## src/rtl/uart_pkg.sv

```systemverilog
// Shared FSM state type and constants for the UART receiver.
// ST_PARITY exists only when UART_RX_PARITY_EN is defined.
package uart_pkg;

    localparam int MIN_DIV   = 4;
    localparam int DATA_BITS = 8;

    typedef enum logic [2:0] {
        ST_IDLE,
        ST_START,
        ST_DATA,
`ifdef UART_RX_PARITY_EN
        ST_PARITY,
`endif
        ST_STOP
    } rx_state_t;

    // Very small divisors would leave no room for a mid-bit sample point.
    function automatic logic [31:0] clamp_div(input logic [31:0] v);
        return (v < 32'(MIN_DIV)) ? 32'(MIN_DIV) : v;
    endfunction

endpackage

```

## src/rtl/uart_rx_fifo.sv

```systemverilog
// Receive byte FIFO with extra-MSB pointers; full and empty differ only in that MSB.
// The head is shown combinationally and reads as zero while the FIFO is empty.
module uart_rx_fifo
    import uart_pkg::*;
#(
    parameter int DEPTH = 4
) (
    input  logic                 clk,
    input  logic                 reset,
    input  logic                 push,
    input  logic                 pop,
    input  logic [DATA_BITS-1:0] din,
    output logic [DATA_BITS-1:0] dout,
    output logic                 full,
    output logic                 empty
);

    localparam int AW = $clog2(DEPTH);

    logic [AW:0]          wptr;
    logic [AW:0]          rptr;
    logic [DATA_BITS-1:0] mem [DEPTH];
    logic                 wr_en;
    logic                 rd_en;

    assign empty = (wptr == rptr);
    assign full  = (wptr[AW] != rptr[AW]) && (wptr[AW-1:0] == rptr[AW-1:0]);
    assign rd_en = pop && !empty;
    // A simultaneous pop frees the slot being written, so a full FIFO still accepts.
    assign wr_en = push && (!full || rd_en);
    assign dout  = empty ? '0 : mem[rptr[AW-1:0]];

    always_ff @(posedge clk or posedge reset) begin
        if (reset) begin
            wptr <= '0;
            rptr <= '0;
        end else begin
            if (wr_en) wptr <= wptr + 1'b1;
            if (rd_en) rptr <= rptr + 1'b1;
        end
    end

    always_ff @(posedge clk) begin
        if (wr_en) mem[wptr[AW-1:0]] <= din;
    end

endmodule

```

## src/rtl/uart_rx.sv

```systemverilog
// UART receiver: 8N1 (or 8E1 when UART_RX_PARITY_EN is defined), mid-bit sampling,
// programmable bit divider, receive FIFO and sticky frame/overrun/parity flags.
module uart_rx
    import uart_pkg::*;
#(
    parameter int DEFAULT_DIV = 106,
    parameter int FIFO_DEPTH  = 4
) (
    input  logic        clk,
    input  logic        reset,
    input  logic        ser_rx,
    input  logic        cfg_div_we,
    input  logic [31:0] cfg_div_wdata,
    output logic [31:0] cfg_div,
    output logic        rd_valid,
    input  logic        rd_ready,
    output logic [7:0]  rd_data,
    output logic        frame_err,
    output logic        overrun,
    output logic        parity_err,
    input  logic        err_clr
);

    rx_state_t            state;
    logic                 rx_meta;
    logic                 rx_s;
    logic [31:0]          cnt;
    logic [31:0]          div_q;
    logic [2:0]           bit_cnt;
    logic [DATA_BITS-1:0] shreg;
    logic                 discard;
    logic                 push_q;
    logic                 fifo_full;
    logic                 fifo_empty;
    logic                 pop;
    logic                 ovr_evt;
    logic [31:0]          half_end;
    logic [31:0]          bit_end;

    assign half_end = (div_q >> 1) - 32'd1;
    assign bit_end  = div_q - 32'd1;
    assign rd_valid = !fifo_empty;
    assign pop      = rd_valid && rd_ready;
    assign ovr_evt  = push_q && fifo_full && !pop;

    always_ff @(posedge clk or posedge reset) begin
        if (reset) begin
            rx_meta <= 1'b1;
            rx_s    <= 1'b1;
        end else begin
            rx_meta <= ser_rx;
            rx_s    <= rx_meta;
        end
    end

    always_ff @(posedge clk or posedge reset) begin
        if (reset) begin
            cfg_div <= 32'(DEFAULT_DIV);
        end else if (cfg_div_we) begin
            cfg_div <= clamp_div(cfg_div_wdata);
        end
    end

    // Receive FSM; flag sets are written after the clear so a same-cycle set wins.
    always_ff @(posedge clk or posedge reset) begin
        if (reset) begin
            state     <= ST_IDLE;
            cnt       <= '0;
            bit_cnt   <= '0;
            div_q     <= 32'(DEFAULT_DIV);
            discard   <= 1'b0;
            push_q    <= 1'b0;
            frame_err <= 1'b0;
`ifdef UART_RX_PARITY_EN
            parity_err <= 1'b0;
`endif
        end else begin
            push_q <= 1'b0;
            if (err_clr) begin
                frame_err <= 1'b0;
`ifdef UART_RX_PARITY_EN
                parity_err <= 1'b0;
`endif
            end
            case (state)
                ST_IDLE: begin
                    if (!rx_s) begin
                        div_q   <= cfg_div;
                        cnt     <= '0;
                        bit_cnt <= '0;
                        discard <= 1'b0;
                        state   <= ST_START;
                    end
                end
                ST_START: begin
                    if (cnt == half_end) begin
                        cnt   <= '0;
                        state <= rx_s ? ST_IDLE : ST_DATA;
                    end else begin
                        cnt <= cnt + 32'd1;
                    end
                end
                ST_DATA: begin
                    if (cnt == bit_end) begin
                        cnt     <= '0;
                        bit_cnt <= bit_cnt + 3'd1;
                        if (bit_cnt == 3'(DATA_BITS - 1)) begin
`ifdef UART_RX_PARITY_EN
                            state <= ST_PARITY;
`else
                            state <= ST_STOP;
`endif
                        end
                    end else begin
                        cnt <= cnt + 32'd1;
                    end
                end
`ifdef UART_RX_PARITY_EN
                ST_PARITY: begin
                    if (cnt == bit_end) begin
                        cnt   <= '0;
                        state <= ST_STOP;
                        if (^{shreg, rx_s}) begin
                            parity_err <= 1'b1;
                            discard    <= 1'b1;
                        end
                    end else begin
                        cnt <= cnt + 32'd1;
                    end
                end
`endif
                ST_STOP: begin
                    if (cnt == bit_end) begin
                        cnt   <= '0;
                        state <= ST_IDLE;
                        if (!rx_s) begin
                            frame_err <= 1'b1;
                        end else if (!discard) begin
                            push_q <= 1'b1;
                        end
                    end else begin
                        cnt <= cnt + 32'd1;
                    end
                end
                default: state <= ST_IDLE;
            endcase
        end
    end

`ifndef UART_RX_PARITY_EN
    assign parity_err = 1'b0;
`endif

    // Data shifts in at bit 7 so the first (LSB) bit ends up in bit 0.
    always_ff @(posedge clk) begin
        if (state == ST_DATA && cnt == bit_end) begin
            shreg <= {rx_s, shreg[DATA_BITS-1:1]};
        end
    end

    always_ff @(posedge clk or posedge reset) begin
        if (reset) begin
            overrun <= 1'b0;
        end else if (ovr_evt) begin
            overrun <= 1'b1;
        end else if (err_clr) begin
            overrun <= 1'b0;
        end
    end

    uart_rx_fifo #(
        .DEPTH (FIFO_DEPTH)
    ) u_fifo (
        .clk   (clk),
        .reset (reset),
        .push  (push_q),
        .pop   (pop),
        .din   (shreg),
        .dout  (rd_data),
        .full  (fifo_full),
        .empty (fifo_empty)
    );

endmodule
```

## config.mk

```make
export PLATFORM = sky130hd
export DESIGN_NAME = uart_rx
export DESIGN_NICKNAME = d
export VERILOG_FILES = /design/src/rtl/uart_pkg.sv /design/src/rtl/uart_rx_fifo.sv /design/src/rtl/uart_rx.sv
export SDC_FILE = /design/constraint.sdc
export NUM_CORES = 1
export LEC_CHECK = 0
export BUFFER_PORTS_ARGS = -buffer_cell sky130_fd_sc_hd__buf_2
export CAP_MARGIN = 20
export CELL_PAD_IN_SITES_DETAIL_PLACEMENT = 1
export CELL_PAD_IN_SITES_GLOBAL_PLACEMENT = 1
export CORE_MARGIN = 1
export CORE_UTILIZATION = 35
export CTS_BUF_LIST = sky130_fd_sc_hd__clkbuf_2
export CTS_CLUSTER_SIZE = 25
export DETAILED_ROUTE_END_ITERATION = 8
export GPL_ROUTABILITY_DRIVEN = 0
export PLACE_DENSITY_LB_ADDON = 0.1
export RECOVER_POWER = 100
export SYNTH_ARGS = -nofsm -noshare
export SYNTH_HDL_FRONTEND = slang
export SYNTH_HIERARCHICAL = 1
export SYNTH_SLANG_ARGS = --single-unit
```

## constraint.sdc

```tcl
create_clock -name clk -period 9.1 [get_ports clk]
set_input_delay 0.455 -clock clk [delete_from_list [all_inputs] [get_ports clk]]
set_output_delay 0.455 -clock clk [all_outputs]
set_load 0.02 [all_outputs]
```

==> flow_summary.yaml, run 1 <==
critical_path:
  cp_max_fo: 35
  crit_family: "simple AND/OR/NAND/NOR gates"
  cpPeakStageDelay_ns: 1.36
  cp-end-kind: "flip-flop"
  cpMostUsedCell: "nor4_1"
  crit_path_start_kind: "flip-flop"
  crit_type: "flip-flop to flip-flop"
  path_cells: "nor4_1, nand4_1, nor4_1, and3_1, a211oi_1, a211o_1, o211ai_2, buf_4, and2_0, o21ai_0"
  worstPathArrival_ns: 5.90
  crit_buf_inv: 1
  rrSetupSlack_ns: 3.84
  crit_required_ns: 9.74
  critPathSlowestCell: "nor4_1"
floorplan:
  core_area_um2: 25300
  die_h_um: 163
  start_util: 0.358
  num_rows: 58
  die_x_um: 163
  die_area_um2: 26500
  ios: 82
sta:
  maxSlewViolCount: 157
  hold_viol: 0
  tightest_slew_ns: 3.67
  slew_headroom: -1.45
  period_needed_ns: 5.26
  setup_viol: 0
  fin_tns_setup_ns: 0
  setup_ws_ns: 3.84
  fin_crit_sh: 0.578
  rsz0062_at_grt: "no"
  finClkSkew_ns: 0.0662
  fmax_ghz: 0.190
drt:
  first_pass_iters: 4
  avgRoutedWirePerCell_um: 20.9
  highest_layer: "met4"
  route.vias.total: 6862
  viasPerCell: 5.47
  wl_met2_mm: 11.8
  post-route-drc-count: 0
  wl_mm: 26.3
  wl_met1_mm: 12.9
  wl_met3_mm: 1.16
  antenna_left: 0
  first_iter_violations: 283
synth:
  yosysMostFrequentCell: "dfrtp_1"
  syn-num-nets: 897
  synth_edf_count: 40
  syn-cell-area_um2: 9040
  synth_cell_type_count: 76
  ys_seq_elements: 152
  seq_area_frac_synth: 0.444
  yosysWarningCount: 6
  synth_top_cell_by_area: "dfrtp_1"
  synth.top_cell.area_share: 0.282
  synthArstFlopShare: 0.737
  synth_cells: 849
  synthTopCellsByCount: "dfrtp_1, xnor2_1, mux2_2, nand2_1, clkbuf_1"
  yosys-top-cells-area: "dfrtp_1, edfxtp_1, mux2_2"
  ys.flop_type: "dfrtp_1"
  syn_avg_cell_area_um2: 10.6
clock_network:
  cts_hold_buf: 35
  clockRootBuffer: "clkbuf_2"
  cts_resized: 0
  h-tree-depth: 4
  cts_buffer_depth: 2
  numCtsBuffers: 17
  clk_pin_slew_worst_paths_ns: 0.34
  clock_latency_ns: 0.80
  clkSinkCount: 152
  cts_setup_buffers: 0
  cts_tree: "built"
layout:
  drive_above_1_share: 0.183
  fillerInstances: 2848
  multi_input_comb_area_um2: 4520
  syn_to_final_growth_pct: 11.1
  instances_no_fill: 1254
  final_nets: 958
  seq_area_um2: 4020
power_and_ir_drop:
  ir_drop_mv: 0.102
  seqPwrFrac: 0.459
  switching_share: 0.450
  p_int_uw: 1310
  clockPowerShare: 0.185
  p_leak_uw: 0.00381
  p_sw_uw: 1070
  combPwrFrac: 0.356
  powerDensity_nw_per_um2: 237
placement:
  portBuffers: 80
  place_inst: 1186
  dp_slack_ns: 4.74
  hpwl_mm: 19.4
grt:
  grt_overflow_total: 0
  grt_max_degree: 68
  grt_antenna_before_repair: 1
  grt_pass1_vias: 7206
  groute.usage.overall: 0.209
  grt_pass1_wl_mm: 42.3
flow_run:
  drv_cap: 4
hold_path:
  hp-class: "primary input to asynchronous set/reset pin"
status:
  status: "complete, but fails checks"
  violations: "capacitance limit, slew limit"
placed cells by master (no fill, tap or decap), drive strengths merged, types with 35 or more instances in the layout:
cell | synthesis | routed
dfrtp | 102 | 102
xnor2 | 73 | 73
mux2 | 63 | 63
clkbuf | 44 | 63
nand2 | 57 | 57
edfxtp | 40 | 40
buf | 33 | 38
nor2 | 37 | 37
o21ai | 36 | 36
dlygate4sd3 | 0 | 35
xor2 | 35 | 35
state kept, by name, summed over array words and instances (netlist names):
register and count:
cfg_div 32, shreg 8, cnt 32, overrun 1, state 2, rx_meta 1
rx_s 1, push_q 1, div_q 32, frame_err 1, u_fifo/wptr 3, u_fifo/rptr 3
u_fifo/mem 32, bit_cnt 3
stage by stage:
| step | total power (uW) | area [um^2] | utilization | hold WS, ns |
|---|---|---|---|---|
| after CTS | 2410 | 10200 | 0.402 | 0.0572 |
| after detailed placement | 1950 | 9520 | 0.377 | 0.354 |
| after global routing | 2530 | 10000 | 0.398 | 0.0172 |
| after global placement | 1930 | 9520 | 0.377 | 0.348 |
| final | 2380 | 10000 | 0.398 | 0.0914 |
| after floorplan | 1710 | 9040 | - | 0.246 |
metal layers:
metal | GRT usage | vias up
met4 | 0.0556 | 0
li1 | - | 3195
met1 | 0.308 | 3493
met2 | 0.320 | 151
met3 | 0.0290 | 23
met5 | 0 | -
layout make-up:
class | count | share of cell area
diodes | 1 | 0.000249
clock buffers | 17 | 0.00847
clock inverters | 15 | 0.0208
inverters | 20 | 0.00760
multi-input cells | 600 | 0.450
flip-flops and latches | 152 | 0.400
well taps | 330 | 0.0411
repair buffers | 119 | 0.0715
kinds of logic after synthesis:
kind of cell	count (synthesis)	synth area share
AND/OR/NAND/NOR	265	0.172
flip-flops	152	0.444
AO/OA/AOI/OAI	139	0.108
XOR/XNOR	108	0.108
buffers and inverters	97	0.0494
multiplexers	77	0.105
adder cells (fa/ha/maj)	10	0.0138
other	1	0.000415
path summary, 6_finish.rpt:
kind                       startpoint             end  cells after the start
max                          div_q[7]         cnt[30]                     10
min                             reset  u_fifo/wptr[2]                      3
max reg2reg                  div_q[7]         cnt[30]                     10
min reg2reg                   rx_meta            rx_s                      0
max in group asynchronous       reset       div_q[16]                      4
min in group clk             rd_ready         overrun                      3
worst reg2reg max path: stages (launching register included):
cell	delay, ns
dfrtp_1	0.55
nor4_1	1.36
nand4_1	0.50
nor4_1	0.73
and3_1	0.27
a211oi_1	0.05
a211o_1	0.34
o211ai_2	0.13
buf_4	0.37
and2_0	0.60
o21ai_0	0.19
power groups by stage:
stage	Clock (uW)	Combinational, uW	Sequential [uW]
final	441	847	1090
after global routing	488	929	1120
after CTS	460	854	1090
after detailed placement	0	838	1110
after global placement	0	829	1100
after floorplan	0	830	883
(Power assumes the default switching activity.)
==> inputs of run 2 (changes only) <==
==> constraint.sdc (replaced) <==
create_clock -name clk -period 4.9 [get_ports clk]
set_input_delay 0.245 -clock clk [delete_from_list [all_inputs] [get_ports clk]]
set_output_delay 0.245 -clock clk [all_outputs]
set_load 0.02 [all_outputs]
==> flow_summary.yaml, run 2 (same netlist as run 1, synthesis figures left out) <==
sta:
  hold_viol: 0
  whs_ns: 0.107
  maxSlewViolCount: 88
  fin_crit_sh: 0.934
  period_needed_ns: 4.57
  slew_headroom: -0.607
  fin_tns_setup_ns: 0
  tightest_slew_ns: 2.40
  setup_viol: 0
  fmax_ghz: 0.219
  finClkSkew_ns: 0.0637
  rsz0062_at_grt: "no"
  setup_ws_ns: 0.326
drt:
  viasPerCell: 5.50
  first_iter_violations: 242
  first_pass_iters: 4
  post-route-drc-count: 0
  antenna_left: 0
  wl_mm: 26.1
  route.vias.total: 6945
  avgRoutedWirePerCell_um: 20.7
power_and_ir_drop:
  p_leak_uw: 0.00385
  ir_drop_mv: 0.168
  finalPower_uw: 4420
  powerDensity_nw_per_um2: 437
grt:
  grt_max_degree: 57
  grt_pass1_vias: 7385
  grt_pass1_wl_mm: 42.2
  grt_antenna_before_repair: 1
  groute.usage.overall: 0.209
  grt_overflow_total: 0
status:
  status: "complete, but fails checks"
  violations: "capacitance limit, slew limit"
clock_network:
  cts_buffer_depth: 2
  cts_tree: "built"
  numCtsBuffers: 17
  cts_resized: 0
  cts_setup_buffers: 0
  clk_pin_slew_worst_paths_ns: 0.29
  clkSinkCount: 152
  clock_latency_ns: 0.78
  h-tree-depth: 4
  clockRootBuffer: "clkbuf_2"
flow_run:
  drv_cap: 2
critical_path:
  cp-end-kind: "flip-flop"
  crit_type: "flip-flop to flip-flop"
  crit_required_ns: 5.53
  worstPathArrival_ns: 5.20
  cp_max_fo: 21
  crit_path_start_kind: "flip-flop"
floorplan:
  die_x_um: 163
  core_area_um2: 25300
  die_area_um2: 26500
  ios: 82
  start_util: 0.358
  num_rows: 58
  die_h_um: 163
hold_path:
  hp-class: "primary input to flip-flop"
placement:
  portBuffers: 80
  dp_slack_ns: 0.491
  hpwl_mm: 19.5
layout:
  syn_to_final_growth_pct: 11.9
  layout_common_cells: "dfrtp_1, xnor2_1, mux2_2"
  fin_util: 0.401
  drive_above_1_share: 0.188
  final_common_cell: "dfrtp_1"
  final_nets: 967
-- run 2: cell count changes in the layout (fill, tap and decap cells not counted), sizes merged --
cell and change:
inv -2, buf +2, bufinv +2, clkinvlp +3, dlygate4sd3 +6, clkinv -3, clkbuf +1
-- run 2: repair_timing --
action	in CTS	in global routing
hold endpoints to repair	94	0
setup endpoints to repair	0	0
hold buffers	41	0
-- run 2: path summary, 6_finish.rpt --
kind,start,to,slack [ns],depth (start not counted)
worst min-delay path,ser_rx,rx_meta,0.11,2
worst max register to register,div_q[7],cnt[11],0.33,8
worst max-delay path,div_q[7],cnt[11],0.33,8
max in group asynchronous,reset,cfg_div[12],2.02,4
worst min register to register,rx_meta,rx_s,0.35,0
min in group asynchronous,reset,u_fifo/rptr[1],0.49,4
-- run 2: stage by stage --
step / cell area, um^2 / cells
2_1_floorplan: 9040 / 849
3_3_place_gp: 9530 / 1188
3_5_place_dp: 9530 / 1188
4_1_cts: 10200 / 1261
5_1_grt: 10100 / 1263
6_report: 10100 / 1263
-- run 2: where the power goes --
part | leakage [uW] | switching, uW | internal (uW)
clock | 0.000151 | 560 | 256
combinational | 0.00195 | 839 | 746
sequential | 0.00175 | 524 | 1500
-- run 2: routing by layer --
layer	vias up	GRT usage	routed length, um
met5	-	0	0
met4	0	0.0569	277
met3	14	0.0298	743
met2	124	0.338	12500
met1	3600	0.290	12600
li1	3207	-	-
-- run 2: area by class of cell --
cell class	instances	area, um^2
fillers	2872	15100
multi-input cells	600	4530
flip-flops and latches	152	4020
repair buffers	128	803
well taps	330	413
clock inverters	15	185
clock buffers	17	85.1
inverters	20	76.3
diodes	1	2.50
-- run 2: critical path, stage by stage, from the launching register on --
cell and delay [ns]:
dfrtp_1 0.56, nor4_2 0.92, nand3_1 0.33, or4_1 0.60, o31ai_1 0.52, nand4b_1 0.30, o21ai_4 0.52, and2_1 0.50
o21ai_0 0.18
==> inputs of run 3 (changes only) <==
--- a/config.mk
+++ b/config.mk
@@ -5,12 +5,13 @@
 export SDC_FILE = /design/constraint.sdc
 export NUM_CORES = 1
 export LEC_CHECK = 0
+export ABC_AREA = 1
 export BUFFER_PORTS_ARGS = -buffer_cell sky130_fd_sc_hd__buf_2
 export CAP_MARGIN = 20
 export CELL_PAD_IN_SITES_DETAIL_PLACEMENT = 1
 export CELL_PAD_IN_SITES_GLOBAL_PLACEMENT = 1
 export CORE_MARGIN = 1
-export CORE_UTILIZATION = 35
+export CORE_UTILIZATION = 46
 export CTS_BUF_LIST = sky130_fd_sc_hd__clkbuf_2
 export CTS_CLUSTER_SIZE = 25
 export DETAILED_ROUTE_END_ITERATION = 8
==> flow_summary.yaml, run 3 <==
sta:
  fin_crit_sh: 0.784
  setup_viol: 0
  rsz0062_at_grt: "no"
  slew_headroom: -0.855
  maxSlewViolCount: 126
  hold_viol: 0
  tightest_slew_ns: 2.77
  period_needed_ns: 3.84
  whs_ns: 0.109
  fin_tns_setup_ns: 0
  finClkSkew_ns: 0.0591
  fmax_ghz: 0.260
synth:
  synthArstFlopShare: 0.737
  ys_seq_elements: 152
  syn-num-nets: 1325
  synthTopCellsByCount: "nand2_1, inv_1, nor2_1, o21ai_0, dfrtp_1"
  synth_cell_type_count: 44
  yosys-top-cells-area: "dfrtp_1, nand2_1, edfxtp_1"
  seq_area_frac_synth: 0.424
  yosysMostFrequentCell: "nand2_1"
  syn-cell-area_um2: 9470
  syn_avg_cell_area_um2: 7.42
  synth_top_cell_by_area: "dfrtp_1"
  yosysWarningCount: 6
  synth.top_cell.area_share: 0.269
  synth_cells: 1277
  synth_edf_count: 40
  ys.flop_type: "dfrtp_1"
grt:
  grt_antenna_before_repair: 1
  grt_pass1_wl_mm: 47.7
  grt_pass1_vias: 8999
  grt_overflow_total: 0
  grt_max_degree: 69
  groute.usage.overall: 0.289
power_and_ir_drop:
  p_leak_uw: 0.00503
  powerDensity_nw_per_um2: 317
  ir_drop_mv: 0.158
clock_network:
  clk_pin_slew_worst_paths_ns: 0.26
  cts_resized: 0
  h-tree-depth: 4
  clock_latency_ns: 0.76
  numCtsBuffers: 17
  cts_setup_buffers: 0
  cts_tree: "built"
  clockRootBuffer: "clkbuf_2"
  cts_buffer_depth: 2
  clkSinkCount: 152
critical_path:
  r2r_start: "u_fifo/rptr[0]"
  crit_path_start_kind: "flip-flop"
  crit_type: "flip-flop to flip-flop"
  crit_required_ns: 5.27
  cp-end-kind: "flip-flop"
  rrSetupSlack_ns: 1.06
  crit_family: "simple AND/OR/NAND/NOR gates"
  path_cells: "inv_4, nand2_1, nand2_1, nand3_1, inv_1, nor2_1, inv_1, nand4_1, nand2_1, nor2_1"
  r2r_cells: 10
  worstPathArrival_ns: 4.21
  crit_buf_inv: 3
  cp_max_fo: 20
  critPathSlowestCell: "dfrtp_1"
  r2r-end: "u_fifo/mem[3][2]"
  cpPeakStageDelay_ns: 0.85
  cpMostUsedCell: "nand2_1"
hold_path:
  hp-class: "primary input to flip-flop"
  hp-start: "cfg_div_we"
  hold_path_end: "cfg_div[5]"
  min_path_cells: 3
layout:
  final_common_cell: "nand2_1"
  drive_above_1_share: 0.0826
  final_nets: 1428
  layout_common_cells: "nand2_1, inv_1, nor2_1"
  design_area_um2: 10600
  instances_no_fill: 1664
  syn_to_final_growth_pct: 11.5
floorplan:
  ios: 82
  start_util: 0.468
  core_area_um2: 20200
  die_x_um: 145
  die_h_um: 145
  die_area_um2: 21200
  num_rows: 52
placement:
  hpwl_mm: 21.6
  portBuffers: 80
  dpl-instance-area_um2: 10000
  place_inst: 1591
drt:
  viasPerCell: 5.21
  antenna_left: 0
  avgRoutedWirePerCell_um: 17.4
  first_iter_violations: 378
  first_pass_iters: 5
  route.vias.total: 8674
  wl_mm: 29.0
  post-route-drc-count: 0
status:
  status: "complete, but fails checks"
  violations: "capacitance limit, slew limit"
flow_run:
  drv_cap: 2
==> run 3: cell count changes after synthesis, sizes merged, moves of 17 or more <==
cell	delta
xor2	+20
o21ai	+98
nor4	-23
buf	-20
mux2	-63
nand3	+44
nor2	+139
a21oi	-17
clkbuf	-18
inv	+147
xnor2	-58
nand2	+328
==> run 3: layout make-up <==
cell class,instances,area [um^2]
antenna,1,2.50
timing repair buffer,123,759
tap,270,338
sequential,152,4020
clock buffer,18,90.1
multi-input combinational,918,4560
fill,2609,9680
inverter,168,634
clock inverter,14,161
==> run 3: worst register-to-register path, delay by kind of cell (launching register included) <==
kind,cells,cell delay [ns]
buffers and inverters,3,0.43
AND/OR/NAND/NOR,7,2.17
flip-flops,1,0.85
==> run 3: worst max-delay path by stage <==
stage	startpoint	end	slack (ns)	depth (start not counted)
after floorplan	reset	bit_cnt[0]	1.88	1
after global placement	u_fifo/rptr[0]	u_fifo/mem[0][4]	1.62	10
after detailed placement	u_fifo/rptr[0]	u_fifo/mem[3][2]	1.49	10
after CTS	u_fifo/rptr[0]	u_fifo/mem[3][2]	1.42	10
after global routing	u_fifo/rptr[0]	u_fifo/mem[3][1]	0.69	10
final	u_fifo/rptr[0]	u_fifo/mem[3][2]	1.06	10
==> run 3: report_power, final <==
part | internal, uW | total (uW) | switching [uW]
sequential | 1430 | 1670 | 245
clock | 251 | 781 | 530
combinational | 347 | 896 | 549
total | 2030 | 3350 | 1320
==> run 3: logic make-up (layout without fill, tap and decap cells) <==
kind of cell,count (synthesis),in the layout,synth area share
and+or+nand+nor,685,685,0.318
xor gates and xnor gates,73,73,0.0738
buffers and inverters,207,323,0.0881
AOI/OAI and AO/OA,149,149,0.0824
adders and majority gates,10,10,0.0132
other,1,2,0.000396
DFF,152,152,0.424
==> run 3: through the flow <==
stage / power [uW] / setup slack [ns] / utilization
6_report: 3350 / 1.06 / 0.522
3_3_place_gp: 2530 / 1.62 / 0.496
4_1_cts: 3360 / 1.42 / 0.528
3_5_place_dp: 2560 / 1.49 / 0.496
2_1_floorplan: 2270 / 1.88 / -
5_1_grt: 3560 / 0.685 / 0.522
==> run 3: timing repair <==
item                                   4_1_cts  5_1_grt
endpoints found under the hold margin      101        0
hold buffers                                39        0
setup endpoints to repair                    0        0
==> run 3: per-layer routing <==
metal | GRT usage | vias up | wire (um)
met4 | 0.0711 | 0 | 276
met1 | 0.400 | 4233 | 14100
met5 | 0 | - | 0
li1 | - | 4245 | -
met3 | 0.0411 | 21 | 948
met2 | 0.478 | 175 | 13700
